$ cat src/rtl/seg_scan_decoder.sv
// Receive-side decoder for a multiplexed active-low seven-segment/anode bus.
// Waits for each anode phase to settle, decodes the digit, and tracks whole frames.
module seg_scan_decoder #(
  parameter int SETTLE_CYCLES = 4
) (
  input  logic        clk,
  input  logic        rst_n,
  input  logic [6:0]  seg,
  input  logic [3:0]  an,
  input  logic        clr_err,
  output logic [15:0] digits,
  output logic [3:0]  digit_valid,
  output logic        frame_valid,
  output logic        bad_pattern,
  output logic        multi_anode
);

  localparam logic [7:0] CNT_SAT = 8'(SETTLE_CYCLES);
  localparam logic [7:0] CNT_CAP = 8'(SETTLE_CYCLES - 1);

  // Returns {hit, value}; hit=0 for any pattern outside the hex font.
  function automatic logic [4:0] decode_seg(input logic [6:0] s);
    logic [4:0] r;
    case (s)
      7'h3F:   r = {1'b1, 4'h0};
      7'h06:   r = {1'b1, 4'h1};
      7'h5B:   r = {1'b1, 4'h2};
      7'h4F:   r = {1'b1, 4'h3};
      7'h66:   r = {1'b1, 4'h4};
      7'h6D:   r = {1'b1, 4'h5};
      7'h7D:   r = {1'b1, 4'h6};
      7'h07:   r = {1'b1, 4'h7};
      7'h7F:   r = {1'b1, 4'h8};
      7'h6F:   r = {1'b1, 4'h9};
      7'h77:   r = {1'b1, 4'hA};
      7'h7C:   r = {1'b1, 4'hB};
      7'h39:   r = {1'b1, 4'hC};
      7'h5E:   r = {1'b1, 4'hD};
      7'h79:   r = {1'b1, 4'hE};
      7'h71:   r = {1'b1, 4'hF};
      default: r = 5'b0;
    endcase
    return r;
  endfunction

  // Samples are stored active-high as {a, s}, so the cleared state reads as idle.
  logic [10:0] samp_q, samp_d;
  logic [10:0] prev_q, prev_d;
  logic [7:0]  cnt_q, cnt_d;
  logic [15:0] digits_q, digits_d;
  logic [3:0]  valid_q, valid_d;
  logic [3:0]  seen_q, seen_d;
  logic        frame_q, frame_d;
  logic        bad_q, bad_d;
  logic        multi_q, multi_d;

  logic        capture;
  logic [3:0]  cap_a;
  logic [6:0]  cap_s;
  logic [4:0]  dec;
  logic        one_hot;
  logic        multi_hot;
  logic [3:0]  seen_hit;
  logic        bad_set;
  logic        multi_set;

  always_comb begin
    samp_d = {~an, ~seg};
    prev_d = samp_q;

    if (samp_q == prev_q) begin
      cnt_d = (cnt_q == CNT_SAT) ? CNT_SAT : cnt_q + 8'd1;
    end else begin
      cnt_d = '0;
    end

    // The counter sits at CNT_CAP for exactly one cycle per stable window;
    // prev_q holds a sample that is guaranteed to be inside that window.
    capture   = (cnt_q == CNT_CAP);
    cap_a     = prev_q[10:7];
    cap_s     = prev_q[6:0];
    dec       = decode_seg(cap_s);
    one_hot   = (cap_a != 4'd0) && ((cap_a & (cap_a - 4'd1)) == 4'd0);
    multi_hot = (cap_a != 4'd0) && !one_hot;

    digits_d  = digits_q;
    valid_d   = valid_q;
    seen_hit  = 4'd0;
    bad_set   = 1'b0;
    multi_set = 1'b0;

    if (capture && one_hot) begin
      if (cap_s == 7'd0) begin
        valid_d  = valid_q & ~cap_a;
        seen_hit = cap_a;
      end else if (dec[4]) begin
        for (int i = 0; i < 4; i++) begin
          if (cap_a[i]) digits_d[4*i +: 4] = dec[3:0];
        end
        valid_d  = valid_q | cap_a;
        seen_hit = cap_a;
      end else begin
        bad_set = 1'b1;
      end
    end
    if (capture && multi_hot) multi_set = 1'b1;

    frame_d = (seen_q == 4'hF);
    seen_d  = ((seen_q == 4'hF) ? 4'd0 : seen_q) | seen_hit;
    bad_d   = (bad_q & ~clr_err) | bad_set;
    multi_d = (multi_q & ~clr_err) | multi_set;
  end

  always_ff @(posedge clk) begin
    if (!rst_n) begin
      samp_q   <= '0;
      prev_q   <= '0;
      cnt_q    <= '0;
      digits_q <= '0;
      valid_q  <= '0;
      seen_q   <= '0;
      frame_q  <= 1'b0;
      bad_q    <= 1'b0;
      multi_q  <= 1'b0;
    end else begin
      samp_q   <= samp_d;
      prev_q   <= prev_d;
      cnt_q    <= cnt_d;
      digits_q <= digits_d;
      valid_q  <= valid_d;
      seen_q   <= seen_d;
      frame_q  <= frame_d;
      bad_q    <= bad_d;
      multi_q  <= multi_d;
    end
  end

  assign digits      = digits_q;
  assign digit_valid = valid_q;
  assign frame_valid = frame_q;
  assign bad_pattern = bad_q;
  assign multi_anode = multi_q;

endmodule

$ cat config.mk
export PLATFORM = sky130hd
export DESIGN_NAME = seg_scan_decoder
export DESIGN_NICKNAME = d
export VERILOG_FILES = /design/src/rtl/seg_scan_decoder.sv
export SDC_FILE = /design/constraint.sdc
export NUM_CORES = 1
export LEC_CHECK = 0
export ABC_AREA = 1
export BUFFER_PORTS_ARGS = -buffer_cell sky130_fd_sc_hd__buf_2
export CORE_MARGIN = 2
export CORE_UTILIZATION = 33
export DETAILED_ROUTE_END_ITERATION = 8
export GPL_TIMING_DRIVEN = 0
export PLACE_DENSITY_LB_ADDON = 0.08
export SYNTH_ARGS = -nofsm -noshare
export SYNTH_HDL_FRONTEND = slang
export SYNTH_SLANG_ARGS = --single-unit
export TNS_END_PERCENT = 5
$ cat constraint.sdc
create_clock -name clk -period 4.75 [get_ports clk]
set_input_delay 0.95 -clock clk [delete_from_list [all_inputs] [get_ports clk]]
set_output_delay 0.95 -clock clk [all_outputs]
set_load 0.02 [all_outputs]
; After elaboration in Yosys (flattened, before gate mapping)
; Index checks and enable logic that the tools add are counted.
[op_classes]
add_sub_neg = 2
n_mul = 0
div = 0
magnitude_cmp = 0
eq_ne = 20
n_shift = 0
muxes = 12
n_bitwise = 15
n_reduce_logical = 16
[op_table]
columns = cell, n
row1 = $eq 7x7->1 const B, 12
row2 = $pmux 5 s16, 1
row3 = $mux 4, 6
row4 = $reduce_and 4->1, 4
row5 = $eq 7x3->1 const B, 2
row6 = $eq 7x6->1 const B, 2
row7 = $eq 11x11->1, 1
row8 = $add 8x1->8 const B, 1
row9 = $and 4x4->4, 2
row10 = $eq 8x2->1 const B, 1
row11 = $eq 8x3->1 const B, 1
row12 = $not 4->4, 2
row13 = $or 4x4->4, 2
row14 = $logic_not 7->1, 1
row15 = $not 7->7, 1
row16 = $eq 4x4->1 const B, 1
row17 = $logic_and 1x1->1, 4
row18 = $logic_not 4->1, 1
row19 = $mux 1, 4
row20 = $not 1->1, 4
row21 = $reduce_and 2->1, 2
row22 = $reduce_bool 4->1, 1
row23 = $sub 4x1->4 const B, 1
row24 = $mux 3, 1
row25 = 5 further kinds, 7
[totals]
regBits = 57
latch_bits = 0
mem_bits_rw = 0
mem_bits_ro = 0
in_bits = 14
output_inout_bits = 23
word_cells = 78
n_memories = 0

; Logic depth before layout (Yosys ltp)
; Gate-level depths: netlist of the first run.
[logic_depth]
word_depth = 9
mapped_depth = 12
ltp_nobuf = 11

; Worst setup path before layout of the first run
; OpenSTA, ideal clock, no wires.
[synth_timing]
path_kind = in2reg
from = input rst_n
to = register cnt_q[0]
setup_ns = 0.069
arrival_ns = 1.968
required_time_ns = 4.681
setup_slack_ns = 2.713
path_stages = 7
path_buffers = 1
cell_sequence = buf_2 -> inv_1 -> a21oi_1 -> o211ai_1 -> nor4_1 -> nand3_1 -> nor2_1
[synth_via]
elab_chain_cells = 2
[synth_rtl]
columns = item, line_no
row1 = "start, declared", 7  ; input logic rst_n,
row2 = $not 1->1 (no line), -
row3 = $reduce_or 3->1 (no line), -
row4 = "end signal, assigned", 128  ; cnt_q <= cnt_d;
row5 = "end, declared", 49  ; logic [7:0] cnt_q, cnt_d;
; Every way passes these cells.
; A chain may end at the register's enable or synchronous reset.

; Worst setup path in the final report of the first run
[layout_timing]
from = input rst_n
to = register cnt_q[4]
; Same word-level chain as after synthesis.

==> results of run 1 <==
[flip-flops by register name, indices dropped and copies added (netlist names), named ones only]
signal,cells
bad_pattern,1
frame_valid,1
seen_q,4
multi_anode,1
prev_d,11
digits,16
cnt_q,8
prev_q,11
[Yosys cell counts (2+ instances only)]
library cell  number  area share [%]
a21oi_1           19             3.6
buf_2              2            0.38
buf_6              4             1.7
clkbuf_1           2            0.29
dfxtp_1           57              44
ha_1               2            0.96
inv_1             60             8.6
nand2_1           78              11
nand2_2            2            0.48
nand3_1           17             3.3
nand3_2            3             1.1
nand3_4            3             2.0
nand4_1           20             4.8
nor2_1            51             7.3
nor2_2             4            0.96
nor3_1             4            0.77
nor4_1             3            0.72
o22ai_1            3            0.72
xnor2_1            3             1.0
xor2_1             8             2.7
[worst max path at each step]
stage           from       end  slack, ps  cells after the start
2_1_floorplan  rst_n  cnt_q[0]       2710                      7
3_3_place_gp   rst_n  cnt_q[0]       2330                      7
3_5_place_dp   rst_n  cnt_q[7]       2330                      7
4_1_cts        rst_n  cnt_q[7]       2680                      7
5_1_grt        rst_n  cnt_q[4]       2410                      7
6_report       rst_n  cnt_q[4]       2710                      7
[metal layers]
| metal | track usage [%] | vias up | wire length, um |
|---|---|---|---|
| met2 | 23.9 | 37 | 2530 |
| met1 | 18.2 | 965 | 2760 |
| li1 | - | 1212 | - |
| met4 | 8.21 | 0 | 161 |
| met5 | 0 | - | 0 |
| met3 | 3.63 | 12 | 225 |
[cells by family (layout without fill, tap and decap cells)]
logic type,count (synthesis),count (layout)
DFF,57,57
xor gates and xnor gates,11,11
adders and majority gates,2,2
and+or+nand+nor,189,189
AOI/OAI and AO/OA,26,26
buffers and inverters,70,120
[critical path: stages]
cell	delay (ps)
buf_2	190
inv_1	160
a21oi_1	150
o211ai_1	100
nor4_1	280
nand3_1	300
nor2_1	160
[power by group]
group / internal [uW] / leakage (uW) / total [uW] / switching (uW)
Combinational: 18.5 / 0.000885 / 49.8 / 31.2
Clock: 296 / 0.000112 / 480 / 184
Sequential: 487 / 0.000464 / 496 / 8.84
[area by class of cell]
type	count	share of cell area (%)
Multi-Input combinational cell	228	37.5
Sequential cell	57	36.5
Inverter	61	7.36
Clock buffer	13	5.72
Timing Repair Buffer	35	5.60
Tap cell	102	4.08
Buffer	9	2.12
Clock inverter	2	1.12
[per-stage QoR]
step,util (%),instances,hold slack (ps)
2_1_floorplan,-,355,407
3_3_place_gp,37.9,492,428
3_5_place_dp,37.9,492,428
4_1_cts,40.7,507,438
5_1_grt,40.7,507,448
6_report,40.7,507,437
==> flow_summary.toml, run 1 <==
[outcome]
status = "finished clean"

[timing]
tightest_slew_ps = 607
worst_slack_ps = 2710
fmax_ghz = 0.490
slew-limit-headroom_pct = 59.2
setup-violations-final = 0
fin_crit_ps = 2040
clock_skew_ps = 6.11
rsz0062_at_grt = "no"
slew_viol_final = 0
hold_violations = 0
tns_ps = 0
fin_crit_sh_pct = 42.9

[place]
place_area_mm2 = 0.00292
port_buffers = 35
place_hpwl_mm = 4.42
place_ws_ps = 2330
place_congestion = 0.829

[routing]
viasPerCell = 4.39
wire_per_inst_um = 11.2
drt_iter0_drc = 59
vias = 2226
drc = 0
dr.pass1.iters = 4
ant_nets = 0
wl_mm = 5.68

[power_and_ir_drop]
ir_drop_mv = 0.205
cellPowerDensity_mw_per_mm2 = 328
p_leak_uw = 0.00146
p_total_uw = 1030

[synthesis]
synth-edff-count = 0
synth-compound-area-share_pct = 5.46
ys.flop_type = "dfxtp_1"
netlist_instances = 355
synth_warnings = 0
synth_cell_type_count = 30
syn_avg_cell_area_um2 = 7.36
synth_adder_area_share_pct = 0.958
ys_seq_area_share_pct = 43.7
synth_seq_cells = 57
synthMuxAreaShare_pct = 0
synth-simple-area-share_pct = 34.9
synth-xor-area-share_pct = 3.69
synth_top_family_by_area = "simple AND/OR/NAND/NOR gates"
synth_area_mm2 = 0.00261
ys_async_sr_fraction_pct = 0
syn-num-nets = 371

[critical_path]
worstPathArrival_ps = 2300
cp_max_fo = 10
crit_path_end_kind = "flop"
r2r-start = "cnt_q[0]"
cp.required_ps = 5010
rr_worst_depth = 7
rrSetupSlack_ps = 2880
critPathKind = "in2reg"
start_kind = "primary input"

[global_routing]
grt_pass1_vias = 2175
overflow = 0
grt_max_degree = 11
grt_pass1_wl_mm = 9.94
antenna_found_initial = 0
grt_usage_pct = 14.8

[die]
core_mm2 = 0.00769
start_util_pct = 34.0
dieArea_mm2 = 0.00864
die_height_um = 93.0
row_count = 32
fp.dieW_um = 93.0
io_pins = 37

[cts]
path_clk_slew_ps = 60
post_cts.repair.setup_buffers = 0
cts_tree = "done"
clock_path_buffers = 2
cts_buffers = 9
clock_latency_ps = 340
cts_resized = 0
htreeDepth = 3
ctsHoldBuffers = 0
cts.sinks = 57
cts_root_buffer = "clkbuf_8"

[finish]
fin_nets = 417
final_layout_size_suffix_gt1_share_pct = 17.8
fin_area_mm2 = 0.00313
fill_cells = 855
mostFrequentLayoutCell = "nand2_1"
final_cell_mix = "78 x nand2_1, 60 x inv_1, 57 x dfxtp_1, 51 x nor2_1, 37 x buf_2"
area_growth_pct = 19.8
antenna_cells = 0
multi_input_area_mm2 = 0.00117
ff_latch_area_mm2 = 0.00114

[min_path]
hold_path_class = "reg2reg"
worstHoldPathCells = 2
hold_path.startpoint = "prev_d[10]"
min_to = "prev_q[10]"

[flow_run]
drv_cap = 0
Note: power is estimated with default switching activity, not from simulation.
==> run 2: changes to the inputs <==
--- a/config.mk
+++ b/config.mk
@@ -5,7 +5,7 @@
 export SDC_FILE = /design/constraint.sdc
 export NUM_CORES = 1
 export LEC_CHECK = 0
-export ABC_AREA = 1
+export ABC_AREA = 0
 export BUFFER_PORTS_ARGS = -buffer_cell sky130_fd_sc_hd__buf_2
 export CORE_MARGIN = 2
 export CORE_UTILIZATION = 33
==> constraint.sdc (replaced) <==
create_clock -name clk -period 2.05 [get_ports clk]
set_input_delay 0.41 -clock clk [delete_from_list [all_inputs] [get_ports clk]]
set_output_delay 0.41 -clock clk [all_outputs]
set_load 0.02 [all_outputs]
==> run 2 against run 1 <==
Synthesized area is 4.9% lower. Sequential power rose by 130%. Global-route usage fell by 0.56 points. Die area shrank 4.7%. Register-to-register slack worse by 2800 ps. Non-clock buffer count grew 13. Core utilization up 2.4 points. Routed wire length fell by 4.2%. Combinational power rose to 2.6 times the previous value. Setup slack lost 2700 ps. Worst hold slack worse by 200 ps. Clock power increased by 96%. Critical path type is now reg2reg.
==> flow_summary.toml, run 2 <==
[outcome]
status = "finished clean"

[critical_path]
crit_slowest_cell = "or4_4"
cp.required_ps = 2240
cp_max_fo = 4
path_buf_inv = 2
crit_path_cell_trace = "or4_4 > nor4_4 > and3_1 > buf_6 > buf_4 > nand3_2 > mux2i_1"
start_kind = "flop"
max_stage_delay_ps = 530
crit_path_end_kind = "flop"
worstPathArrival_ps = 2210
crit_family = "simple AND/OR/NAND/NOR gates"
r2r-start = "cnt_q[4]"
critPathKind = "reg2reg"
worstSetupStartpoint = "cnt_q[4]"

[finish]
fill_cells = 756
fin_nets = 333
final_layout_size_suffix_gt1_share_pct = 28.3
final_cell_mix = "56 x dfxtp_1, 38 x buf_2, 24 x nor2_1, 23 x nand2_1, 16 x xor2_1"
largest_reg_flops = 16
antenna_cells = 0
utilization_pct = 43.1
fin_area_mm2 = 0.00312
area_growth_pct = 25.7
mostFrequentLayoutCell = "dfxtp_1"

[die]
fp.dieW_um = 90.8
io_pins = 37
die_height_um = 90.8
row_count = 31
start_util_pct = 34.3
dieArea_mm2 = 0.00824
core_mm2 = 0.00725

[synthesis]
synthTopCellsByArea = "dfxtp_1 46%, xor2_1 5.6%, mux2i_1 4.8%, nand2_1 3.6%, nor2_1 3.6%"
syn_avg_cell_area_um2 = 9.31
ys_seq_area_share_pct = 45.9
synth_common_cells = "57 x dfxtp_1, 24 x nand2_1, 24 x nor2_1"
synth_warnings = 0
ys.flop_type = "dfxtp_1"
ys_async_sr_fraction_pct = 0
synth_cell_type_count = 52
synth_area_mm2 = 0.00248
netlist_instances = 267
syn-num-nets = 283
yosysMostFrequentCell = "dfxtp_1"
synth.top_cell.area_share_pct = 45.9
synth-edff-count = 0
synth_seq_cells = 57
synth_top_area_cell = "dfxtp_1"

[timing]
fmax_ghz = 0.497
hold_violations = 0
tightest_slew_ps = 467
setup-violations-final = 0
clock_skew_ps = 9.09
slew-limit-headroom_pct = 68.6
fin_crit_sh_pct = 98.2
tns_ps = 0
fin_crit_ps = 2010
slew_viol_final = 0
rsz0062_at_grt = "yes"

[global_routing]
grt_pass1_wl_mm = 9.44
grt_max_degree = 11
grt_pass1_vias = 1977
antenna_found_initial = 0
grt_usage_pct = 14.3
overflow = 0

[place]
place_hpwl_mm = 3.88
port_buffers = 36
place_area_mm2 = 0.00279
place_congestion = 0.790

[routing]
dr.pass1.iters = 4
wl_mm = 5.44
ant_nets = 0
drc = 0
vias = 1978
drt_iter0_drc = 98
viasPerCell = 4.71
wire_per_inst_um = 13.0

[power_and_ir_drop]
ir_drop_mv = 0.343
cellPowerDensity_mw_per_mm2 = 709
p_leak_uw = 0.00133

[cts]
cts_root_buffer = "clkbuf_8"
clock_path_buffers = 2
htreeDepth = 3
cts.sinks = 57
path_clk_slew_ps = 60
cts_buffers = 9
cts_tree = "done"
clock_latency_ps = 330
ctsHoldBuffers = 0

[min_path]
hold_path_class = "in2reg"
hold_path.startpoint = "an[2]"

[flow_run]
drv_cap = 0
-- run 2: cell types whose count changed in the layout (fill, tap and decap cells not counted), moves of 11 or more --
| cell | delta |
|---|---|
| nand4_1 | -16 |
| inv_1 | -55 |
| nor2_1 | -27 |
| nand2_1 | -55 |
| mux2i_1 | +12 |
| and2_1 | +14 |
| a21oi_1 | -11 |
-- run 2: cell families after synthesis --
family / synth area share (%)
multiplexers: 4.83
adder cells (fa/ha/maj): 1.41
XOR/XNOR: 5.99
buffers and inverters: 5.24
AND/OR/NAND/NOR: 25.1
AO/OA/AOI/OAI: 11.5
flip-flops: 45.9
-- run 2: per-layer routing --
metal | vias to the layer above | track usage [%] | routed length, um
li1 | 1039 | - | -
met1 | 888 | 19.5 | 2790
met2 | 41 | 21.2 | 2290
met3 | 10 | 3.59 | 262
met4 | 0 | 6.44 | 92
met5 | - | 0 | 0
-- run 2: layout make-up --
cell class	count	area [um2]	share of cell area (%)
buffer	17	123	3.93
inverter	6	22.5	0.721
sequential	57	1140	36.7
multi-input combinational	186	1320	42.2
tap	99	124	3.97
timing repair buffer	40	210	6.73
clock buffer	12	165	5.29
clock inverter	3	15.0	0.481
-- run 2: worst paths after layout --
kind	to	slack, ps	cells after the start
worst max-delay path	digits[3]	40	7
worst min-delay path	prev_d[9]	240	2
worst max register to register	digits[3]	40	7
worst min register to register	digits[5]	450	2
-- run 2: power breakdown --
group	internal [uW]	leakage (uW)	switching [uW]
combinational	53.5	0.000768	75.4
sequential	1130	0.000465	17.2
clock	524	0.0000980	415
total	1700	0.00133	508
-- run 2: stage by stage --
step / setup WS (ps) / total power (uW) / cells / hold WS, ps
after global placement: -140 / 1290 / 402 / 444
after CTS: 4.63 / 2240 / 418 / 219
after detailed placement: -156 / 1290 / 402 / 449
final: 35.9 / 2210 / 420 / 236
after global routing: -107 / 2310 / 420 / 221
after floorplan: 87.0 / 1250 / 267 / 426
-- run 2: worst register-to-register path: cells and delay by family, from the launching register on --
family	cells	cell delay (ps)
muxes	1	150
and+or+nand+nor	4	1160
buffers and inverters	2	230
DFF	1	350
-- run 2: repair_timing --
| action | 4_1_cts | 5_1_grt |
|---|---|---|
| buffers inserted | 1 | 3 |
| resized for setup | 19 | 12 |
| endpoints found under the setup margin | 24 | 31 |
| pin swaps | 3 | 8 |
==> run 3: changes to the inputs <==
--- a/config.mk
+++ b/config.mk
@@ -7,6 +7,7 @@
 export LEC_CHECK = 0
 export ABC_AREA = 0
 export BUFFER_PORTS_ARGS = -buffer_cell sky130_fd_sc_hd__buf_2
+export CORE_ASPECT_RATIO = 0.9
 export CORE_MARGIN = 2
 export CORE_UTILIZATION = 33
 export DETAILED_ROUTE_END_ITERATION = 8
==> run 3 against run 2 <==
Routed wire length is 6.9% higher. Register-to-register slack worse by 30 ps. Core utilization is 0.77 points lower. Die area hardly changed. Global-route usage is 1.1 points higher. Clock power is 22% higher. Clock-buffer cell count is 1 lower. Critical path type unchanged.
==> flow_summary.toml, run 3 (same netlist as run 2, synthesis figures left out) <==
[finish]
antenna_cells = 0
final_layout_size_suffix_gt1_share_pct = 28.5
mostFrequentLayoutCell = "dfxtp_1"
area_growth_pct = 26.5
utilization_pct = 42.3
largest_reg_flops = 16
final_cell_mix = "54 x dfxtp_1, 38 x buf_2, 24 x nor2_1, 24 x nand2_1, 16 x xor2_1"
fin_nets = 334

[global_routing]
grt_usage_pct = 15.4
overflow = 0
antenna_found_initial = 0
grt_max_degree = 11
grt_pass1_vias = 1912
grt_pass1_wl_mm = 9.77

[timing]
slew_viol_final = 0
tightest_slew_ps = 489
clock_skew_ps = 7.59
fmax_ghz = 0.489
setup-violations-final = 0
worst_slack_ps = 5.52
slew-limit-headroom_pct = 67.1
hold_violations = 0
rsz0062_at_grt = "yes"
fin_crit_sh_pct = 99.7
whs_ps = 219
fin_crit_ps = 2040
tns_ps = 0

[power_and_ir_drop]
pwr-share-comb_pct = 5.5
swShare_pct = 23.0
intPower_uw = 1870
p_sw_uw = 559
clkPwrFrac_pct = 47.3
ir_drop_mv = 0.415
p_seq_share_pct = 47.2
p_leak_uw = 0.00134
cellPowerDensity_mw_per_mm2 = 772

[critical_path]
rr_worst_depth = 7
cp_max_fo = 6
critPathKind = "reg2reg"
cp.required_ps = 2290
worstPathArrival_ps = 2280
start_kind = "flop"
crit_path_end_kind = "flop"

[cts]
htreeDepth = 3
cts_tree = "done"
clock_path_buffers = 2
cts.sinks = 57
ctsHoldBuffers = 0
cts_root_buffer = "clkbuf_8"
cts_buffers = 9
clock_latency_ps = 340
path_clk_slew_ps = 70

[routing]
drt_iter0_drc = 164
drc = 0
vias = 1996
dr.pass1.iters = 4
wl_mm = 5.82
wire_per_inst_um = 13.9
viasPerCell = 4.76
ant_nets = 0

[place]
port_buffers = 36
place_congestion = 0.774
place_hpwl_mm = 3.98
place_ws_ps = -170

[die]
fp.dieW_um = 95.5
io_pins = 37
dieArea_mm2 = 0.00824
row_count = 30
start_util_pct = 33.4
core_mm2 = 0.00743
die_height_um = 86.3

[outcome]
status = "finished clean"

[min_path]
hold_path_class = "in2reg"
worstHoldPathCells = 2

[flow_run]
drv_cap = 0
==> run 3: critical path, stage by stage, from the launching register on <==
cell and delay (ps):
dfxtp_2 330, or4_4 550, nor4_4 250, and3_1 210, buf_6 130, and2b_4 180
nand2_1 60, a32o_1 240
==> run 3: power by group through the flow <==
stage               clock [uW]  sequential (uW)  combinational [uW]
global route              1230             1150                 149
finish                    1150             1150                 133
floorplan                    0             1160                85.4
global placement             0             1170                 124
detailed placement           0             1170                 123
CTS                       1170             1140                 134
==> run 3: metal layers <==
layer  GRT usage, %  vias up  share of wire (%)
met3           5.13        9                5.3
met5              0        -                  0
met4           5.84        0                1.8
li1               -     1044                  -
met2           22.3       57                 42
met1           21.3      886                 51
==> run 3: layout make-up <==
type / instances / area [um2]
plain buffers: 17 / 123
clock buffers: 11 / 131
clock inverters: 5 / 80.1
fillers: 767 / 4290
inverters: 6 / 22.5
multi-input cells: 186 / 1290
flip-flops and latches: 57 / 1140
well taps: 96 / 120
repair buffers: 41 / 230
==> run 3: final timing paths <==
| check | startpoint | end | slack, ps |
|---|---|---|---|
| hold reg to reg | digits[0] | digits[0] | 460 |
| setup reg to reg | cnt_q[7] | digits[10] | 6 |
| hold / removal | an[1] | prev_d[8] | 220 |
| setup / recovery | cnt_q[7] | digits[10] | 6 |
==> run 3: stage by stage <==
step                instance area (um2)  total power (uW)  instances
floorplan                          2480              1250        267
global placement                   2790              1290        399
detailed placement                 2790              1290        399
CTS                                3130              2450        420
global route                       3140              2530        419
finish                             3140              2430        419
==> run 3: timing repair <==
item | in CTS | in global routing
resized for setup | 20 | 9
setup buffers | 5 | 0
endpoints found under the hold margin | 0 | 0
setup endpoints to repair | 24 | 32
pin swaps | 8 | 3
cloned | 0 | 0
